===== src/rtl/gpc_pkg.sv =====
// rtl/gpc_pkg.sv - shared widths for the 7/6 generalized parallel counter
package gpc_pkg;
  localparam int GPC_IN0_W = 7;
  localparam int GPC_IN2_W = 6;
  localparam int GPC_OUT_W = 5;
endpackage


===== src/rtl/gpc607_5.sv =====
// rtl/gpc607_5.sv - combinational (7,0,6;5) counter: popcount(src0) + 4*popcount(src2)
module gpc607_5
  import gpc_pkg::*;
(
  input  logic [GPC_IN0_W-1:0] src0,
  input  logic [GPC_IN2_W-1:0] src2,
  output logic [GPC_OUT_W-1:0] sum
);

  logic [2:0] c0;
  logic [2:0] c2;

  always_comb begin
    c0 = '0;
    c2 = '0;
    for (int i = 0; i < GPC_IN0_W; i++) c0 = c0 + {2'b00, src0[i]};
    for (int i = 0; i < GPC_IN2_W; i++) c2 = c2 + {2'b00, src2[i]};
    sum = {2'b00, c0} + {c2, 2'b00};
  end

endmodule


===== src/rtl/gpc607_accum.sv =====
// rtl/gpc607_accum.sv - per-frame saturating accumulator of gpc607_5 beat values
module gpc607_accum
  import gpc_pkg::*;
#(
  parameter int ACC_W = 16,
  parameter int CNT_W = 12
) (
  input  logic                 clk,
  input  logic                 rst_n,
  input  logic                 in_valid,
  output logic                 in_ready,
  input  logic                 in_last,
  input  logic [GPC_IN0_W-1:0] src0,
  input  logic [GPC_IN2_W-1:0] src2,
  output logic                 out_valid,
  input  logic                 out_ready,
  output logic [ACC_W-1:0]     out_sum,
  output logic [CNT_W-1:0]     out_count,
  output logic                 out_ovf
);

  logic [GPC_OUT_W-1:0] beat_val;
  logic                 s1_valid;
  logic [GPC_OUT_W-1:0] s1_val;
  logic                 s1_last;
  logic [ACC_W-1:0]     acc;
  logic [CNT_W-1:0]     cnt;
  logic                 ovf;

  logic                 s1_adv;
  logic                 accept;
  logic [ACC_W:0]       acc_sum;
  logic [CNT_W:0]       cnt_sum;
  logic [ACC_W-1:0]     acc_next;
  logic [CNT_W-1:0]     cnt_next;
  logic                 sat_hit;

  gpc607_5 u_gpc (
    .src0 (src0),
    .src2 (src2),
    .sum  (beat_val)
  );

  // Only a closing beat can stall, and only against an unconsumed result.
  assign s1_adv   = !(s1_valid && s1_last && out_valid && !out_ready);
  assign in_ready = !s1_valid || s1_adv;
  assign accept   = in_valid && in_ready;

  always_comb begin
    acc_sum  = {1'b0, acc} + {{(ACC_W - GPC_OUT_W + 1){1'b0}}, s1_val};
    cnt_sum  = {1'b0, cnt} + {{CNT_W{1'b0}}, 1'b1};
    acc_next = acc_sum[ACC_W] ? {ACC_W{1'b1}} : acc_sum[ACC_W-1:0];
    cnt_next = cnt_sum[CNT_W] ? {CNT_W{1'b1}} : cnt_sum[CNT_W-1:0];
    sat_hit  = acc_sum[ACC_W] || cnt_sum[CNT_W];
  end

  always_ff @(posedge clk) begin
    if (!rst_n) begin
      s1_valid  <= 1'b0;
      s1_val    <= '0;
      s1_last   <= 1'b0;
      acc       <= '0;
      cnt       <= '0;
      ovf       <= 1'b0;
      out_valid <= 1'b0;
      out_sum   <= '0;
      out_count <= '0;
      out_ovf   <= 1'b0;
    end else begin
      if (s1_adv) begin
        s1_valid <= accept;
        if (accept) begin
          s1_val  <= beat_val;
          s1_last <= in_last;
        end
      end

      if (s1_valid && s1_adv && !s1_last) begin
        acc <= acc_next;
        cnt <= cnt_next;
        ovf <= ovf || sat_hit;
      end

      // A fresh result takes priority over retiring the one being consumed.
      if (s1_valid && s1_adv && s1_last) begin
        out_sum   <= acc_next;
        out_count <= cnt_next;
        out_ovf   <= ovf || sat_hit;
        out_valid <= 1'b1;
        acc       <= '0;
        cnt       <= '0;
        ovf       <= 1'b0;
      end else if (out_valid && out_ready) begin
        out_valid <= 1'b0;
      end
    end
  end

endmodule


===== config.mk =====
export PLATFORM = sky130hd
export DESIGN_NAME = gpc607_accum
export DESIGN_NICKNAME = d
export VERILOG_FILES = /design/src/rtl/gpc_pkg.sv /design/src/rtl/gpc607_5.sv /design/src/rtl/gpc607_accum.sv
export SDC_FILE = /design/constraint.sdc
export NUM_CORES = 1
export LEC_CHECK = 0
export BUFFER_PORTS_ARGS = -buffer_cell sky130_fd_sc_hd__buf_4
export CAP_MARGIN = 5
export CELL_PAD_IN_SITES_DETAIL_PLACEMENT = 1
export CELL_PAD_IN_SITES_GLOBAL_PLACEMENT = 2
export CORE_MARGIN = 2
export CORE_UTILIZATION = 37
export DETAILED_ROUTE_END_ITERATION = 8
export PLACE_DENSITY_LB_ADDON = 0.3
export SLEW_MARGIN = 5
export SYNTH_ARGS = -nofsm -noshare
export SYNTH_HDL_FRONTEND = slang
export SYNTH_SLANG_ARGS = --single-unit

===== constraint.sdc =====
create_clock -name clk -period 10.05 [get_ports clk]
set_clock_uncertainty 0.15 [all_clocks]
set_input_delay 1.005 -clock clk [delete_from_list [all_inputs] [get_ports clk]]
set_output_delay 1.005 -clock clk [all_outputs]
set_load 0.05 [all_outputs]

==> results.toml <==
[placed_design]
place_area_sq_um = 3810
dp.cells = 522
gp_congestion = 0.827
io_buffers = 48
dp_hpwl_um = 6430

[power]
power_density_nw_per_um2 = 143
vdd_drop_max_uv = 68.3
leakagePower_nw = 1.65
power_mw = 0.570

[synth]
syn_nets = 422
ys_async_sr_fraction_pct = 0
synth_top_area_cell = "dfxtp_1"
syn-cell-area_sq_um = 3390
synth_flop_cell = "dfxtp_1"
synthTopCellsByArea = "dfxtp_1 (39%), a21oi_1 (6.2%), o21ai_0 (5.8%)"
ys_warn_count = 0
yosysSeqAreaShare_pct = 39.0
synth-seq-cells = 66
ys_types = 49
synth_top_area_share_pct = 39.0
synthCells = 385
avgSynthCellArea_sq_um = 8.80
synth_edf_count = 0

[clocking]
clock_path_buffers = 2
htreeDepth = 3
cts_hold_buf = 0
clk_pin_slew_ns = 0.07
cts_tree = "built"
cts-root-buf = "clkbuf_8"
cts_buffers = 9
clk-insertion-delay-late_ns = 0.34
cts_setup_buffers = 0
clock-sinks = 66
ctsResizeCount = 0

[hold_path]
min_path_cells = 1
min_to = "out_sum[12]$_SDFFE_PN0P_"
worst_hold_path_type = "reg2reg"
hp-start = "out_sum[12]$_SDFFE_PN0P_"

[setup_path]
r2r_cells = 7
r2r-end = "out_sum[10]$_SDFFE_PN0P_"
end_kind = "flop"
path_class = "in2reg"
cp_max_fo = 1
crit_path_start_kind = "input port"
required_ns = 10.14
r2r-start = "s1_val[0]$_SDFFE_PN0P_"
ff2ff_setup_slack_ns = 7.33
arrival_ns = 3.92

[floorplanning]
dieArea_sq_um = 9940
fp.coreArea_sq_um = 8810
start_util_pct = 38.5
die_y_um = 99.7
std_cell_rows = 34
fp.dieW_um = 99.7
num_io_pins = 49

[finish]
nets = 462
antenna_cells = 0
multi_input_area_sq_um = 1910
nFillCells = 1072
final_area_sq_um = 3980
area_delta_synth_final_pct = 17.6
layout_common_cells = "dfxtp_1 (66), buf_4 (50), a21oi_1 (42)"
drive_above_1_share_pct = 18.9
regArea_sq_um = 1320
layout_commonest_cell = "dfxtp_1"
finalNonFillerCells = 537

[sta]
maxSlewViolCount = 0
fmax_mhz = 261
setup_viol = 0
rsz0062_at_grt = "false"
relSlewSlack_pct = 53.0
fin_crit_sh_pct = 38.2
period_needed_ns = 3.84
timing.final.hold_violations = 0
setup_tns_ns = 0
tightest_slew_ns = 0.703

[routing]
drt-initial-drc-count = 58
first_pass_iters = 4
wl_per_cell_um = 17.0
vias = 2993
drt_wl_total_um = 9120
via_per_inst = 5.57
drc = 0
drtAntennaViolNets = 0

[grt]
grt_pass1_wl_um = 15600
grtUsageTotal_pct = 19.8
grt_max_degree = 41
grt_pass1_vias = 3161
gr-total-overflow = 0
antenna_found_initial = 0

[outcome]
status = "finished, final reports clean"

[job]
cap_violations = 0
[layout make-up]
| cell class | instances | share of cell area, % |
|---|---|---|
| Inverter | 19 | 1.79 |
| Multi-Input combinational cell | 279 | 48.0 |
| Sequential cell | 66 | 33.2 |
| Clock inverter | 3 | 0.377 |
| Clock buffer | 12 | 3.89 |
| Tap cell | 108 | 3.39 |
| Timing Repair Buffer | 50 | 9.42 |
[cell usage after synthesis (7+ instances only)]
cell	count
dfxtp_1	66
a21oi_1	42
o21ai_0	39
nand2_1	28
nor2_1	20
inv_1	19
clkbuf_1	15
nand3_1	15
ha_1	12
xnor2_1	11
a31oi_1	9
xor2_1	9
a211oi_1	7
a21boi_0	7
a311oi_1	7
fa_1	7
[where the power goes]
part           switching (mW)  internal, mW  total, mW  leakage (nW)
sequential            0.00708         0.272      0.279         0.536
combinational          0.0592        0.0350     0.0942          1.02
clock                  0.0965         0.100      0.197        0.0920
total                   0.163         0.407      0.570          1.65
[sequential cells by signal, summed over array words and instances (netlist names), 5 cells and up]
signal,count
acc,16
out_sum,16
cnt,12
out_count,12
s1_val,5
[routing by layer]
| metal | up-vias | wire, um | track usage, % |
|---|---|---|---|
| met5 | - | 0 | 0 |
| met4 | 0 | 86 | 6.01 |
| met3 | 7 | 189 | 3.44 |
| met2 | 42 | 4730 | 35.6 |
| met1 | 1484 | 4120 | 24.0 |
| li1 | 1460 | - | - |
[stage by stage]
stage          hold slack (ns)  worst slack (ns)  util [%]
2_1_floorplan            0.281              6.15         -
3_3_place_gp             0.299              5.98      43.3
3_5_place_dp             0.306              5.85      43.3
4_1_cts                  0.322              6.22      45.2
5_1_grt                  0.360              6.15      45.2
6_report                 0.317              6.21      45.2
[worst max-delay path, cell delays in order]
cell	delay (ns)
buf_4	0.11
ha_1	0.28
inv_1	0.07
fa_1	0.42
fa_1	0.49
inv_1	0.05
ha_1	0.19
fa_1	0.38
xor2_1	0.17
ha_1	0.22
ha_1	0.20
xor2_1	0.16
mux2i_1	0.13
nor2b_1	0.06
[worst max path at each step]
stage	start	endpoint	slack, ns	depth (start not counted)
floorplan	src0[0]	s1_val[4]$_SDFFE_PN0P_	6.15	13
global placement	src0[0]	s1_val[4]$_SDFFE_PN0P_	5.98	14
detailed placement	src0[0]	s1_val[4]$_SDFFE_PN0P_	5.85	14
CTS	src0[0]	s1_val[4]$_SDFFE_PN0P_	6.22	14
global route	src0[0]	s1_val[4]$_SDFFE_PN0P_	6.15	14
finish	src0[0]	s1_val[4]$_SDFFE_PN0P_	6.21	14
[cell families (layout without fill, tap and decap cells)]
group                      after synthesis  in the layout  synth area share [%]
buffers and inverters                   40             84                  4.65
adders and majority gates               19             19                  8.57
muxes                                    4              4                  1.18
AOI/OAI and AO/OA                      130            130                  23.5
DFF                                     66             66                  39.0
xor gates and xnor gates                20             20                  5.17
and+or+nand+nor                        106            106                  17.9
No activity file was read; power rests on OpenSTA's default activity.
